**src/rtl/div_pkg.sv**
```systemverilog
// Shared types and helpers for the iterative divider (and the default datapath
// width also used by the MUL unit).
package div_pkg;

    localparam int DIV_WIDTH_DEFAULT = 32;
    localparam int MAX_W             = 64;

    typedef enum logic [1:0] {
        IDLE,
        CALC,
        FIX
    } state_t;

    // Two's-complement negate when neg=1; callers cast the result back to their width.
    function automatic logic [MAX_W-1:0] cond_neg(input logic [MAX_W-1:0] v, input logic neg);
        return neg ? (~v + MAX_W'(1)) : v;
    endfunction

endpackage

```
**src/rtl/div_step.sv**
```systemverilog
// One restoring shift-subtract iteration: shift in a dividend bit, trial-subtract
// the divisor magnitude, keep the difference if it did not go negative.
module div_step
    import div_pkg::*;
#(
    parameter int WIDTH = DIV_WIDTH_DEFAULT
) (
    input  logic [WIDTH:0]   prem,
    input  logic             dbit,
    input  logic [WIDTH-1:0] dsr,
    output logic [WIDTH:0]   prem_nx,
    output logic             qbit
);

    // One extra bit above the partial remainder so the trial difference's sign is exact.
    logic [WIDTH+1:0] shifted;
    logic [WIDTH+1:0] diff;

    always_comb begin
        shifted = {prem, dbit};
        diff    = shifted - {2'b00, dsr};
        qbit    = ~diff[WIDTH+1];
        prem_nx = qbit ? diff[WIDTH:0] : shifted[WIDTH:0];
    end

endmodule

```
**src/rtl/div_iter_param.sv**
```systemverilog
// Multi-cycle signed/unsigned integer divider, one quotient bit per clock.
// Optional DIV_ZERO_CHK_EN: zero divisor skips the iterations and raises dz.
module div_iter_param
    import div_pkg::*;
#(
    parameter int WIDTH = DIV_WIDTH_DEFAULT
) (
    input  logic             clock,
    input  logic             reset,
    input  logic             start,
    input  logic             is_signed,
    input  logic [WIDTH-1:0] dividend,
    input  logic [WIDTH-1:0] divisor,
    output logic [WIDTH-1:0] q,
    output logic [WIDTH-1:0] r,
    output logic             busy,
    output logic             done,
    output logic             dz
);

    localparam int CNT_W = $clog2(WIDTH + 1);

    state_t             state, state_nx;
    logic [CNT_W-1:0]   cnt;
    logic [WIDTH:0]     prem;
    logic [WIDTH-1:0]   dvd;      // dividend magnitude, shifted out as quotient bits shift in
    logic [WIDTH-1:0]   dsr;
    logic               sign_q;
    logic               sign_r;
    logic               zdiv;
    logic               skip_calc;
    logic [WIDTH:0]     step_rem;
    logic               step_q;
    logic [WIDTH-1:0]   rem_mag;

`ifdef DIV_ZERO_CHK_EN
    logic dz_q;
    assign skip_calc = zdiv;
    assign dz        = dz_q;
`else
    assign skip_calc = 1'b0;
    assign dz        = 1'b0;
`endif

    assign busy    = (state != IDLE);
    assign rem_mag = skip_calc ? dvd : prem[WIDTH-1:0];

    div_step #(.WIDTH(WIDTH)) u_step (
        .prem    (prem),
        .dbit    (dvd[WIDTH-1]),
        .dsr     (dsr),
        .prem_nx (step_rem),
        .qbit    (step_q)
    );

    // NOTE: sequential state uses non-blocking assignments so every register samples pre-edge values.
    always_ff @(posedge clock or negedge reset) begin
        if (!reset) state <= IDLE;
        else        state <= state_nx;
    end

    // NOTE: next-state gets a default before the case so no latch is inferred.
    always_comb begin
        state_nx = state;
        unique case (state)
            IDLE:    if (start) state_nx = CALC;
            CALC:    if (skip_calc || cnt == CNT_W'(1)) state_nx = FIX;
            FIX:     state_nx = IDLE;
            default: state_nx = IDLE;
        endcase
    end

    always_ff @(posedge clock or negedge reset) begin
        if (!reset) begin
            cnt    <= '0;
            prem   <= '0;
            dvd    <= '0;
            dsr    <= '0;
            sign_q <= 1'b0;
            sign_r <= 1'b0;
            zdiv   <= 1'b0;
            q      <= '0;
            r      <= '0;
            done   <= 1'b0;
`ifdef DIV_ZERO_CHK_EN
            dz_q   <= 1'b0;
`endif
        end else begin
            done <= 1'b0;
            unique case (state)
                IDLE: if (start) begin
                    dvd    <= WIDTH'(cond_neg(MAX_W'(dividend), is_signed & dividend[WIDTH-1]));
                    dsr    <= WIDTH'(cond_neg(MAX_W'(divisor),  is_signed & divisor[WIDTH-1]));
                    sign_q <= is_signed & (dividend[WIDTH-1] ^ divisor[WIDTH-1]);
                    sign_r <= is_signed & dividend[WIDTH-1];
                    zdiv   <= (divisor == '0);
                    prem   <= '0;
                    cnt    <= CNT_W'(WIDTH);
                end
                CALC: if (!skip_calc) begin
                    prem <= step_rem;
                    dvd  <= {dvd[WIDTH-2:0], step_q};
                    cnt  <= cnt - CNT_W'(1);
                end
                FIX: begin
                    // Zero divisor: all-ones quotient; remainder magnitude re-signed gives the raw dividend.
                    q    <= zdiv ? '1 : WIDTH'(cond_neg(MAX_W'(dvd), sign_q));
                    r    <= WIDTH'(cond_neg(MAX_W'(rem_mag), sign_r));
                    done <= 1'b1;
`ifdef DIV_ZERO_CHK_EN
                    dz_q <= zdiv;
`endif
                end
                default: ;
            endcase
        end
    end

endmodule

```
**config.mk**
```make
export PLATFORM = sky130hd
export DESIGN_NAME = div_iter_param
export DESIGN_NICKNAME = d
export VERILOG_FILES = /design/src/rtl/div_pkg.sv /design/src/rtl/div_step.sv /design/src/rtl/div_iter_param.sv
export SDC_FILE = /design/constraint.sdc
export NUM_CORES = 1
export LEC_CHECK = 0
export CORE_UTILIZATION = 25
export CTS_CLUSTER_SIZE = 24
export DETAILED_ROUTE_END_ITERATION = 8
export PLACE_DENSITY = 0.4
export SKIP_CTS_REPAIR_TIMING = 1
export SYNTH_ARGS = -nofsm -noshare
export SYNTH_HDL_FRONTEND = slang
export SYNTH_HIERARCHICAL = 1
export SYNTH_SLANG_ARGS = --single-unit
```
**constraint.sdc**
```tcl
create_clock -name clock -period 3.43 [get_ports clock]
set_input_delay 1.029 -clock clock [delete_from_list [all_inputs] [get_ports clock]]
set_output_delay 1.029 -clock clock [all_outputs]
set_load 0.005 [all_outputs]
```
==> metrics.txt <==
Setup crit end kind flip-flop; Final Max Slew Viols 0; Yosys top cell area share 37.47%; number of max-cap violations 0; I/O pin cnt 135; Worst slew margin 17.25%; setup repair after global routing missed its margin yes; switching portion of total power 45.14%; depth of the CTS H-tree 4; Register Area 0.004329 mm²; hold_sp r[6]; DR vias/cell 4.845; initial DRC count 635; Flop pwr share 25.6%; share of cells above drive strength 1 10.67%; Clock power frac 13.6%; Starting Density 25.40%; die width 217.0 µm; VDD IR max 0.0005620 V; Area Overhead vs Synth 28.29%; Setup Slack @ Placement -0.02718 ns; post-synthesis cell area 0.01155 mm²; Synth Warn # 6; Pleak 6.260 nW; Mean Syn Cell Area 8.409 µm²; DP Wirelength 28860 µm; multi-input logic area 0.006778 mm²; final setup fails 0; Antenna Cells 0; minimum clock period 3.275 ns; die area 0.04708 mm²; FF-to-FF Start dsr[7]; # fillers 4912; Final Power 15.67 mW; CTS buffer count 17; CTS Root Cell clkbuf_16; worst min-delay path class reg -> reg; 1st-pass router iterations 5; Nets 1651; Post-synth EDFFs 0; cells after synthesis 1374; Post-route DRC 0; PortBufs 133; Total Routing Usage GR 16.15%; Worst Max-Slew Pin Slew 1.237 ns; vias 10450; Worst-Skew Late Latency 0.45 ns; placed cell area 0.01410 mm²; Internal 8.599 mW; largest fanout on the critical path 7; Data arrival, critical path 3.67 ns; CP Class reg -> reg; Yosys top cell by area dfrtp_1; vias in the first global route 9865; die height 217.0 µm; setup ws final 0.1551 ns; CTS Sinks 173; Detail Route Antenna Nets 0; Netlist cell types 71; Post-Route WL 37880 µm; Area contributors post-synth dfrtp_1 37%, xor2_1 8.1%, nand2_1 7.0%, o21ai_0 6.4%, ha_1 4.1%; Hold Vio Cnt, Final 0; Synth async-reset ratio 100.0%; Max Clk Rate 305.4 MHz; GPL Wtd Cong 0.8116; final global-route overflow total 0; average routed wire per standard cell 17.57 µm; pin count of the biggest net entering global routing 72; Psw 7.075 mW; Power Density 1057 mW/mm²; predominant post-synthesis flop cell dfrtp_1; fin util 32.59%; design area 0.01482 mm²; total core area 0.04548 mm²; share of the clock period used by the worst path 95.48%; CP Launch Type flip-flop; Rows 78; #FFs+latches synth 173; Clk pin slew, worst setup/hold paths 0.07 ns; antenna violations before repair 0; crit path launch dsr[7]; Worst Skew 0.009339 ns; syn_nets 1481; required time of the critical path 3.82 ns; Clock Path Buffers 2; Comb power frac 60.9%; CTS tree yes; first-pass GRT wire length 59240 µm; status finished clean; register area share after synthesis 37.47%
==> layout by cell type, fill, tap and decap left out, types with 6 or more instances in the layout <==
master             n
a211oi_1           7
a21o_1            23
a21oi_1           64
a221oi_1           6
a22oi_1           13
a31oi_1           15
and2_1             8
and3_1            18
buf_4             86
clkbuf_16         19
clkdlybuf4s50_1  132
dfrtp_1          173
ha_1              34
inv_1             54
nand2_1          216
nand2b_1           8
nand3_1           56
nand4_1            6
nand4b_1           6
nor2_1            73
nor2b_1            8
nor3_1            19
nor4_1            15
o21ai_0          148
o21ai_1            7
o31ai_1           44
o41ai_1           23
o41ai_2            6
or3_1             19
or4_1             13
xnor2_1           31
xor2_1           107
==> final cells by class <==
class                      instances  area share (%)
clock buffer                      20           3.081
clock inverter                    11           1.123
inverter                          56           1.435
multi-input combinational       1070           45.73
sequential                       173           29.21
tap                              600           5.065
timing repair buffer             226           14.36
==> worst max-delay path, cell delays in order (launching register included) <==
cell and delay (ns):
dfrtp_1 0.38, inv_1 0.12, ha_1 0.33, a211o_1 0.33, or3_1 0.32, o21ai_2 0.21
a21oi_1 0.17, a31oi_2 0.34, nor2_1 0.11, a31o_2 0.30, a2111oi_4 0.31, xor2_1 0.17
nand2_1 0.06, nand2_1 0.07
==> final timing paths <==
check / end / slack (ns) / depth (start not counted)
max: prem[32] / 0.16 / 13
min: r[6] / 0.47 / 2
max reg2reg: prem[32] / 0.16 / 13
min reg2reg: r[6] / 0.47 / 2
max in group asynchronous: prem[15] / 2.10 / 2
min in group asynchronous: dvd[13] / 0.59 / 1
==> metrics by stage <==
step	hold WS, ns	std cells	setup TNS (ns)
floorplan	0.4387	1374	0
global placement	0.4633	2123	-0.00007461
detailed placement	0.4695	2123	-0.03241
CTS	0.4785	2154	0
global route	0.5030	2156	-0.04016
finish	0.4745	2156	0
==> kinds of logic (layout without fill, tap and decap cells) <==
group | count (synthesis) | in the layout | synth area share, %
XOR/XNOR | 139 | 139 | 10.70
AND/OR/NAND/NOR | 487 | 487 | 19.93
adder cells (fa/ha/maj) | 39 | 39 | 4.289
flip-flops | 173 | 173 | 37.47
AO/OA/AOI/OAI | 394 | 394 | 22.27
multiplexers | 10 | 10 | 0.9205
other | 1 | 1 | 0.03246
buffers and inverters | 131 | 313 | 4.397
==> power by group through the flow <==
stage | clock network, mW | registers [mW] | logic, mW
6_report | 2.13 | 4.00 | 9.54
5_1_grt | 2.25 | 4.16 | 10.7
4_1_cts | 2.19 | 4.01 | 9.26
3_5_place_dp | 0 | 4.05 | 9.22
3_3_place_gp | 0 | 4.03 | 9.21
2_1_floorplan | 0 | 3.80 | 6.03
==> flip-flops by register name (all words and copies together) (netlist names) <==
register  cells
dsr          32
r            32
zdiv          1
prem         33
dvd          32
q            32
state         2
sign_r        1
done          1
cnt           6
sign_q        1
==> per-layer routing <==
metal	routed length, µm	up-vias	track usage [%]	share of wire (%)
met2	15000	186	21.55	40
met4	381	0	4.319	1.0
met5	0	-	0	0
li1	-	5246	-	-
met1	21220	4991	26.23	56
met3	1274	22	2.110	3.4
==> synthesized netlist by cell type (all sizes together), types with 3 or more instances <==
master	n
o41ai	30
dfrtp	173
a21oi	65
nand4	6
a31o	3
clkbuf	63
xnor2	31
o21ai	156
o31a	6
nor2b	9
nand3	56
xor2	108
mux2i	5
a31oi	16
o21a	3
nand2b	9
and3	19
buf	12
o211ai	4
or4	15
nand4b	6
or3	19
inv	55
nand2	216
ha	38
mux2	5
a22oi	13
nor4	16
nor2	73
o31ai	46
a221o	3
nor3	19
or3b	3
a211oi	8
a21o	23
a221oi	6
and2	8
nor3b	4
or2	5
Note: power is estimated with default switching activity, not from simulation.
==> edit: new RTL, same settings <==
Reset style: synchronous (`reset`), changed in 2 clocked blocks.
--- a/src/rtl/div_iter_param.sv
+++ b/src/rtl/div_iter_param.sv
@@ -54,7 +54,7 @@
     );
 
     // NOTE: sequential state uses non-blocking assignments so every register samples pre-edge values.
-    always_ff @(posedge clock or negedge reset) begin
+    always_ff @(posedge clock) begin
         if (!reset) state <= IDLE;
         else        state <= state_nx;
     end
@@ -70,7 +70,7 @@
         endcase
     end
 
-    always_ff @(posedge clock or negedge reset) begin
+    always_ff @(posedge clock) begin
         if (!reset) begin
             cnt    <= '0;
             prem   <= '0;
Function: differs if reset is asserted again (counterexample within 4 cycles, from zero or initial values and one cycle with reset low); with reset held inactive, the same outputs for 10 cycles.
==> edit against the unedited design <==
- worst setup slack improved by 23 ps
- sequential cell count unchanged
- cell area decreased by 5.5%
- power decreased by 30%
- area after synthesis decreased by 4.8%
- die area decreased by 4.8%
- routed wire length increased by 1.8%
- highest routed layer unchanged
==> edit: results (changes against the unedited design) <==
[placed_design]
placedCellCount=2108  ; -0.71%
hpwl_um=29400  ; +2.0%
gp_congestion=0.846  ; +4.2%

[global_routing]
grt_usage_pct=17.4  ; +1.3 points
grt_pass1_wl_um=60400  ; +1.9%
grt_max_degree=59  ; -18%

[worst_setup_path]
arrival_ps=3600  ; -70 ps
worstRegToRegCells=12  ; -1

[logic_synthesis]
syn-num-nets=1498  ; +1.1%
ys_top_cells_by_area=dfxtp_1, xor2_1, o21ai_0
synthTopCellsByCount=dfxtp_1, o21ai_0, nand2_1, a21oi_1, nor2_1
avgSynthCellArea_um2=7.91  ; -6.0%
synth.distinct_cells=78  ; +9.9%
synthArstFlopShare_pct=0  ; -100 points

[timing]
finClkSkew_ps=15.6  ; +6.28 ps
relSlewSlack_pct=46.4  ; +29 points

[route]
drtIter0Drc=765  ; +20%
vias_per_cell=4.99  ; +2.9%
via_count=10700  ; +2.1%
totalWireLength_um=38500  ; +1.8%

[pwr]
leakagePower_nw=5.35  ; -14%
ir_worst_vdd_uv=585  ; +4.1%
finalPower_mw=10.9  ; -30%

[final_layout]
final_nets=1649  ; -0.12%

[status]
status=finished clean

==> edit: cell types whose count changed after synthesis, sizes merged, moves of 21 or more <==
cell / delta
a22o: +33
a21oi: +38
dfrtp: -173
a211oi: +21
o22ai: +24
xor2: -31
dfxtp: +173
o21ai: -27
nand3: -28
nand2: -106
==> edit: layer usage <==
layer	vias up	track usage, %	wire length (um)
met5	-	0	0
met1	5028	24.9	20000
met4	0	4.42	608
li1	5440	-	-
met3	33	2.33	910
met2	167	27.2	17100
==> edit: logic make-up after synthesis <==
family | Yosys count | synth area share (%)
simple gates | 399 | 18.0
other cells | 1 | 0.0341
flops | 173 | 31.5
buf+inv | 152 | 5.33
mux | 17 | 1.60
fa+ha+maj | 39 | 4.50
compound gates | 487 | 29.0
xor+xnor | 123 | 9.96
==> edit: where the power goes <==
group / leakage, nW / switching (mW) / internal (mW)
clock network: 0.276 / 0.985 / 0.966
registers: 1.41 / 0.285 / 2.25
logic: 3.67 / 3.69 / 2.75
==> edit: through the flow <==
step	setup TNS [ps]	hold WS, ps	worst slack [ps]	utilization [%]	cell area [um^2]
final	0	450	178	32.4	14000
after global routing	0	480	10.3	32.4	14000
after CTS	0	461	53.9	32.3	14000
after detailed placement	-141	444	-90.7	31.0	13400
after global placement	-5.71	437	-5.71	31.0	13400
after floorplan	0	441	380	-	11000
==> edit: critical path, stage by stage (launching register included) <==
cell and delay, ps:
dfxtp_1 340, inv_1 50, ha_1 370, a211o_1 340, or3_1 330, o21ai_2 200
a21oi_1 150, a31oi_2 330, nor2_1 120, a31o_2 300, a2111oi_4 300, xor2_1 100
a22o_1 210
==> edit: worst paths after layout <==
| path | from | end | slack, ps |
|---|---|---|---|
| max | dsr[7]$_SDFFE_PN0P_ | prem[32]$_SDFFE_PN0P_ | 180 |
| min | r[16]$_SDFFE_PN0P_ | r[16]$_SDFFE_PN0P_ | 450 |
| max reg2reg | dsr[7]$_SDFFE_PN0P_ | prem[32]$_SDFFE_PN0P_ | 180 |
| min reg2reg | r[16]$_SDFFE_PN0P_ | r[16]$_SDFFE_PN0P_ | 450 |
==> edit: area by class of cell <==
cell class	count	area [um^2]
fill	4621	29300
multi-input combinational	1066	7000
sequential	173	3460
timing repair buffer	221	2000
tap	585	732
clock buffer	17	425
inverter	63	236
clock inverter	15	143
